File: config.mk
export PLATFORM = sky130hd
export DESIGN_NAME = dm_port_arbiter
export DESIGN_NICKNAME = d
export VERILOG_FILES = /design/src/rtl/dm_port_arbiter.sv
export SDC_FILE = /design/constraint.sdc
export NUM_CORES = 1
export LEC_CHECK = 0
export BUFFER_PORTS_ARGS = -buffer_cell sky130_fd_sc_hd__buf_4
export CORE_ASPECT_RATIO = 0.6
export CORE_MARGIN = 2
export CORE_UTILIZATION = 40
export DETAILED_ROUTE_END_ITERATION = 12
export PLACE_DENSITY_LB_ADDON = 0.2
export SKIP_CTS_REPAIR_TIMING = 1
export SYNTH_ARGS = -nofsm -noshare
export SYNTH_HDL_FRONTEND = slang
export SYNTH_SLANG_ARGS = --single-unit
export TNS_END_PERCENT = 30
File: constraint.sdc
create_clock -name clk -period 4.5 [get_ports clk]
set_input_delay 0.9 -clock clk [delete_from_list [all_inputs] [get_ports clk]]
set_output_delay 0.9 -clock clk [all_outputs]
set_load 0.02 [all_outputs]
File: src/rtl/dm_port_arbiter.sv
`default_nettype none
// ============================================================================
//  Module   : dm_port_arbiter
//  Purpose  : Two-port access controller for a word-organised data RAM with
//             byte-lane write enables and a 1-cycle registered read.
//             Port 0 (pipeline MEM stage) has priority; port 1 (debug/loader)
//             is guaranteed access after MAX_WAIT consecutive refusals.
//             Stores become lane enables plus replicated write data; loads are
//             lane-extracted and sign/zero-extended on return.
//  Ports    : clk, rst                 - clock, async active-high reset
//             pN_req/we/size/uns/addr/wdata - request from port N (held to gnt)
//             pN_gnt                    - request consumed this cycle (comb.)
//             pN_rvalid/rdata           - load response, one cycle after gnt
//             pN_err                    - misaligned/illegal-size pulse
//             ram_ena/wea/addr/din      - RAM strobe, lanes, word addr, data
//             ram_dout                  - RAM read data (cycle after ram_ena)
//  Revision : 1.0 - initial release
// ============================================================================
module dm_port_arbiter #(
  parameter int ADDR_W   = 14,
  parameter int MAX_WAIT = 8
) (
  input  logic              clk,
  input  logic              rst,
  input  logic              p0_req,
  input  logic              p0_we,
  input  logic [1:0]        p0_size,
  input  logic              p0_uns,
  input  logic [ADDR_W-1:0] p0_addr,
  input  logic [31:0]       p0_wdata,
  output logic              p0_gnt,
  output logic              p0_rvalid,
  output logic [31:0]       p0_rdata,
  output logic              p0_err,
  input  logic              p1_req,
  input  logic              p1_we,
  input  logic [1:0]        p1_size,
  input  logic              p1_uns,
  input  logic [ADDR_W-1:0] p1_addr,
  input  logic [31:0]       p1_wdata,
  output logic              p1_gnt,
  output logic              p1_rvalid,
  output logic [31:0]       p1_rdata,
  output logic              p1_err,
  output logic              ram_ena,
  output logic [3:0]        ram_wea,
  output logic [ADDR_W-3:0] ram_addr,
  output logic [31:0]       ram_din,
  input  logic [31:0]       ram_dout
);

  localparam int              c_STARVE_W = $clog2(MAX_WAIT + 1);
  localparam logic [c_STARVE_W-1:0] c_STARVE_MAX = c_STARVE_W'(MAX_WAIT);

  // --------------------------------------------------------------------------
  // Arbitration
  // --------------------------------------------------------------------------
  logic [c_STARVE_W-1:0] r_starve;
  logic                  w_p1_win;

  // Port 1 takes the slot when port 0 is idle or once it has waited too long.
  assign w_p1_win = p1_req && (!p0_req || (r_starve == c_STARVE_MAX));
  assign p1_gnt   = !rst && w_p1_win;
  assign p0_gnt   = !rst && p0_req && !w_p1_win;

  always_ff @(posedge clk or posedge rst) begin
    if (rst) begin
      r_starve <= '0;
    end else if (p1_req && !p1_gnt) begin
      if (r_starve != c_STARVE_MAX) begin
        r_starve <= r_starve + 1'b1;
      end
    end else begin
      r_starve <= '0;
    end
  end

  // --------------------------------------------------------------------------
  // Selected request and legality
  // --------------------------------------------------------------------------
  logic              w_any;
  logic              w_sel;      // 1 = port 1 owns this cycle
  logic              w_we;
  logic [1:0]        w_size;
  logic              w_uns;
  logic [ADDR_W-1:0] w_addr;
  logic [31:0]       w_wdata;
  logic [1:0]        w_off;
  logic              w_legal;
  logic              w_acc;

  assign w_any   = p0_gnt || p1_gnt;
  assign w_sel   = p1_gnt;
  assign w_we    = w_sel ? p1_we    : p0_we;
  assign w_size  = w_sel ? p1_size  : p0_size;
  assign w_uns   = w_sel ? p1_uns   : p0_uns;
  assign w_addr  = w_sel ? p1_addr  : p0_addr;
  assign w_wdata = w_sel ? p1_wdata : p0_wdata;
  assign w_off   = w_addr[1:0];

  always_comb begin
    w_legal = 1'b0;
    case (w_size)
      2'b00:   w_legal = 1'b1;
      2'b01:   w_legal = !w_off[0];
      2'b10:   w_legal = (w_off == 2'b00);
      default: w_legal = 1'b0;
    endcase
  end

  // Illegal requests are consumed (granted) but never reach the RAM.
  assign w_acc = w_any && w_legal;

  // --------------------------------------------------------------------------
  // Store lane enables and replicated write data
  // --------------------------------------------------------------------------
  logic [3:0]        w_wea;
  logic [31:0]       w_din;
  logic [ADDR_W-3:0] r_addr_hold;
  logic [31:0]       r_din_hold;

  always_comb begin
    w_wea = 4'b0000;
    w_din = w_wdata;
    case (w_size)
      2'b00: begin
        w_wea = 4'b0001 << w_off;
        w_din = {4{w_wdata[7:0]}};
      end
      2'b01: begin
        w_wea = w_off[1] ? 4'b1100 : 4'b0011;
        w_din = {2{w_wdata[15:0]}};
      end
      default: begin
        w_wea = 4'b1111;
        w_din = w_wdata;
      end
    endcase
  end

  assign ram_ena  = w_acc;
  assign ram_wea  = (w_acc && w_we) ? w_wea : 4'b0000;
  // Address and data keep their last driven value while the RAM is idle.
  assign ram_addr = w_acc ? w_addr[ADDR_W-1:2] : r_addr_hold;
  assign ram_din  = w_acc ? w_din : r_din_hold;

  always_ff @(posedge clk or posedge rst) begin
    if (rst) begin
      r_addr_hold <= '0;
      r_din_hold  <= '0;
    end else if (w_acc) begin
      r_addr_hold <= w_addr[ADDR_W-1:2];
      r_din_hold  <= w_din;
    end
  end

  // --------------------------------------------------------------------------
  // One-entry response stage (aligned with the RAM read latency)
  // --------------------------------------------------------------------------
  logic       r_rsp_vld;
  logic       r_rsp_port;
  logic [1:0] r_rsp_size;
  logic [1:0] r_rsp_off;
  logic       r_rsp_uns;
  logic       r_err0;
  logic       r_err1;

  always_ff @(posedge clk or posedge rst) begin
    if (rst) begin
      r_rsp_vld  <= 1'b0;
      r_rsp_port <= 1'b0;
      r_rsp_size <= 2'b00;
      r_rsp_off  <= 2'b00;
      r_rsp_uns  <= 1'b0;
      r_err0     <= 1'b0;
      r_err1     <= 1'b0;
    end else begin
      r_rsp_vld  <= w_acc && !w_we;
      r_rsp_port <= w_sel;
      r_rsp_size <= w_size;
      r_rsp_off  <= w_off;
      r_rsp_uns  <= w_uns;
      r_err0     <= p0_gnt && !w_legal;
      r_err1     <= p1_gnt && !w_legal;
    end
  end

  // --------------------------------------------------------------------------
  // Load data extraction and extension
  // --------------------------------------------------------------------------
  logic [7:0]  w_byte;
  logic [15:0] w_half;
  logic [31:0] w_ext;

  always_comb begin
    w_byte = ram_dout[7:0];
    case (r_rsp_off)
      2'b00:   w_byte = ram_dout[7:0];
      2'b01:   w_byte = ram_dout[15:8];
      2'b10:   w_byte = ram_dout[23:16];
      default: w_byte = ram_dout[31:24];
    endcase
  end

  assign w_half = r_rsp_off[1] ? ram_dout[31:16] : ram_dout[15:0];

  always_comb begin
    w_ext = ram_dout;
    case (r_rsp_size)
      2'b00:   w_ext = r_rsp_uns ? {24'h0, w_byte} : {{24{w_byte[7]}}, w_byte};
      2'b01:   w_ext = r_rsp_uns ? {16'h0, w_half} : {{16{w_half[15]}}, w_half};
      default: w_ext = ram_dout;
    endcase
  end

  assign p0_rvalid = r_rsp_vld && !r_rsp_port;
  assign p1_rvalid = r_rsp_vld &&  r_rsp_port;
  assign p0_rdata  = p0_rvalid ? w_ext : 32'h0;
  assign p1_rdata  = p1_rvalid ? w_ext : 32'h0;
  assign p0_err    = r_err0;
  assign p1_err    = r_err1;

endmodule
`default_nettype wire
==> results <==
- The type of the most critical hold path is reg2reg.
- The number of max-slew violations in the final report came to 0.
- The vertical die dimension is between 80 and 90 um.
- The kind of cell adding the most delay to the critical path is multiplexers.
- The total number of yosys warnings is 0.
- The H-tree depth is 3.
- The average wire per standard cell is 17.6 um.
- The initial core utilization is 41.8%.
- The synthesized net count is 578.
- Row generation in the floorplan step produced 28 rows.
- The clock passes through at most 2 buffers.
- Once detail routing completed, the nets flagged for antenna violations numbered 0.
- The count of final setup violators is 0.
- The share of layout cells above drive strength 1 is 52.9%.
- The area fraction of the dominant cell type after synthesis is 34.2%.
- Sequential elements use between 30% and 40% of the synthesized area.
- The final-report hold violation count is 0.
- The slew of the pin with the lowest slew margin is 0.789 ns.
- Compared with the post-synthesis result, the final layout area differs by 56.6%.
- The adder-cell share of the synthesized area is 0.600%.
- The total clock buffers created by CTS is 9.
- The largest individual stage delay along the critical path comes from the cell sky130_fd_sc_hd__dfrtp_1.
- The number of enable-type register cells in the synthesized netlist is 0.
- The library cell appearing most often on the critical path is sky130_fd_sc_hd__buf_4.
- In the routed layout, each cell is associated on average with a via count of 5.25.
- The number of inserted filler cells in the final layout is 811.
- The data arrival at the endpoint of the critical path is 3.26 ns.
- The number of instances in the synthesized netlist is 440.
- Summed over all cells, the static leakage comes to 3.18 nW.
- By area the synthesized netlist is led by sky130_fd_sc_hd__dfrtp_1 (34%), sky130_fd_sc_hd__mux2_2 (18%), sky130_fd_sc_hd__mux2i_1 (7.0%), sky130_fd_sc_hd__nor2_1 (6.6%), sky130_fd_sc_hd__mux4_2 (3.8%).
- The library cell occupying the most area in the post-synthesis netlist is sky130_fd_sc_hd__dfrtp_1.
- The finished cells cover 6530 sq um.
- TritonCTS built the clock tree.
- The run finished with clean final reports.
- The shortest period the worst path allows is 4.16 ns.
- The critical path crosses 11 cells after its start point.
- The worst slew margin relative to its limit is 47.1%.
- VDD sags by at most 0.000247 V.
- The wire-length estimate of the detail-placed layout is 11600 um.
- The count of inserted antenna diode cells is 0.
- By area, the combinational part of the netlist is dominated by multiplexers.
- After routing, the total negative slack on setup checks comes to 0 ns.
- The number of cells on the worst hold path is 1.
- The synthesized-area fraction occupied by ao, oa, aoi and oai cells is 10.0%.
- The most used standard cell by instance count after synthesis is sky130_fd_sc_hd__nor2_1.
- The finished layout holds 834 standard cells, fillers aside.
- The post-synthesis instance area is approximately 4200 sq um.
- The count of clock tree sinks is 57.
- The number of cells on the worst reg-to-reg path is 10.
- In this run, placement finished with an instance count of 818.
- The area of the die is 11300 sq um.
- The average instance area after synthesis is 9.48 sq um.
- The clock latency on the worst-skew pair is 0.33 ns.
- The net count of the finished layout is 832.
- Setup repair after global routing left no endpoint under its margin.
- For this run, the share of the core covered by cells in the final layout is between 60% and 70%.
- Measured along the x axis, the die boundary spans 136 um.
- The flop and latch count out of synthesis is 57.
- The initial DRC count is 280.
- The via count of the first global-routing pass is 4259.
- After synthesis, the share of flip-flops with an asynchronous set or reset is 100%.
- The global placement routability congestion is approximately 0.94.
- By count the netlist is led by sky130_fd_sc_hd__nor2_1 (73), sky130_fd_sc_hd__mux2_2 (67), sky130_fd_sc_hd__dfrtp_1 (57), sky130_fd_sc_hd__nand2_1 (40), sky130_fd_sc_hd__mux2i_1 (29).
- Of all nets on the critical path, the largest fanout is 35.
- After clock tree synthesis, the clock-pin slew on the worst setup and hold paths is approximately 0.050 ns.
- After detailed placement, the total cell area comes to 6200 sq um.
- The boundary pin count is between 200 and 300.
- The predominant post-synthesis flop cell is sky130_fd_sc_hd__dfrtp_1.
- For this run, the slowest stage of the critical path takes about 0.42 ns.
- STA classifies the critical path endpoint as an output port.
- The post-synthesis share of cell area spent on xor and xnor gates is less than 1%.
- The number of antenna violations at the first check in global routing is 0.
- The post-route clock period utilization is 92.4%.
- The number of input and output port buffers inserted is 254.
- The count of distinct cell types in the synthesized netlist is 45.
- The sort of element at the start of the critical path is a register.
- OpenSTA, run right after detailed placement, puts the worst setup slack at 0.350 ns.
- The post-detailed-routing wire length is 14700 um.
- The cell area power density is 366 nW/um^2.
- The total congestion overflow after global routing is 0.
- In this run the clock root is driven by a sky130_fd_sc_hd__clkbuf_16.
- The signal on the critical path passes through inv_1, ha_1, nand3b_4, a21oi_4, buf_4, mux2i_1, a21oi_2, a211oi_4, buf_12, mux2_2, buf_4.
- The total area inside the core boundary comes to 9980 sq um.
- The start-to-end type of the worst setup path is reg2out.
- The first detailed-routing pass took 7 iterations.
- Global routing used about 26% of the available tracks across all layers.
- The maximum clock frequency is approximately 0.24 GHz.
- The wire length of the first global-routing pass is 22500 um.
- In the routed design, unresolved DRC markers number 0.
- Entering global routing, the biggest net connects 58 pins.
- The multiplexer share of the synthesized area is 31.5%.
- Together, buffers and inverters on the worst path number 4.
- Data on the critical path is required at its endpoint by 3.60 ns.
- Across the routed clock network, the largest skew measured is roughly 0.0058 ns.
- The simple-gate portion of the synthesized area is 17.8%.
- The worst setup margin is 0.343 ns.
- The total of max-cap violations is 0.
- Detailed routing inserted a total of 4376 vias.
==> through the flow <==
step,hold slack [ns],total power [mW]
5_1_grt,0.506,2.51
4_1_cts,0.487,2.41
2_1_floorplan,0.535,1.23
3_5_place_dp,0.475,1.65
6_report,0.485,2.39
3_3_place_gp,0.470,1.62
==> cells by family (layout without fill, tap and decap cells) <==
group	count (synthesis)	count (layout)
AND/OR/NAND/NOR	163	163
multiplexers	111	111
AO/OA/AOI/OAI	66	66
flip-flops	57	57
buffers and inverters	38	297
XOR/XNOR	3	3
adder cells (fa/ha/maj)	2	2
==> sequential cells by signal, summed over array words and instances, names as in the netlist <==
name,cells
p0_err,1
r_rsp_port,1
r_rsp_off,2
r_rsp_size,2
r_rsp_vld,1
r_din_hold,32
r_addr_hold,12
r_starve,4
p1_err,1
r_rsp_uns,1
==> final timing paths <==
path / from / endpoint / slack, ns
min reg2reg: r_din_hold[2] / r_din_hold[2] / 0.48
max: r_starve[0] / ram_din[11] / 0.34
max reg2reg: r_starve[0] / r_din_hold[11] / 1.62
min: r_din_hold[2] / r_din_hold[2] / 0.48
max in group asynchronous: rst / r_rsp_size[1] / 3.19
min in group asynchronous: rst / r_rsp_vld / 0.81
==> power by group <==
part / switching (mW) / internal (mW)
registers: 0.0421 / 0.648
logic: 0.501 / 0.446
clock network: 0.240 / 0.512
total: 0.783 / 1.61
==> routing by layer <==
metal,vias up,part of all wire (%),GRT usage [%]
met2,223,45,39.9
met1,2086,43,33.9
met3,23,10,8.85
met5,-,0,0
li1,2044,-,-
met4,0,1.5,6.34
==> layout make-up <==
type	instances	area [sq um]	area share, %
inverter	12	48.8	0.747
clock buffer	11	253	3.87
timing repair buffer	269	2030	31.1
tap	135	169	2.59
multi-input combinational	345	2530	38.7
clock inverter	5	77.6	1.19
sequential	57	1430	21.8
==> cell usage in the layout, fill, tap and decap left out, drive strengths merged, types with 3 or more instances in the layout <==
cell type and count:
dfrtp 57, a21boi 7, o21ai 19, and2 15
mux2i 31, nor2 73, nand2 41, inv 10
and3 7, buf 269, a22oi 7, a21oi 25
clkbuf 11, nor3b 4, nand2b 3, nand3 9
clkinv 3, mux2 73, mux4 7, or3 7
No activity file was read; power rests on OpenSTA's default activity.
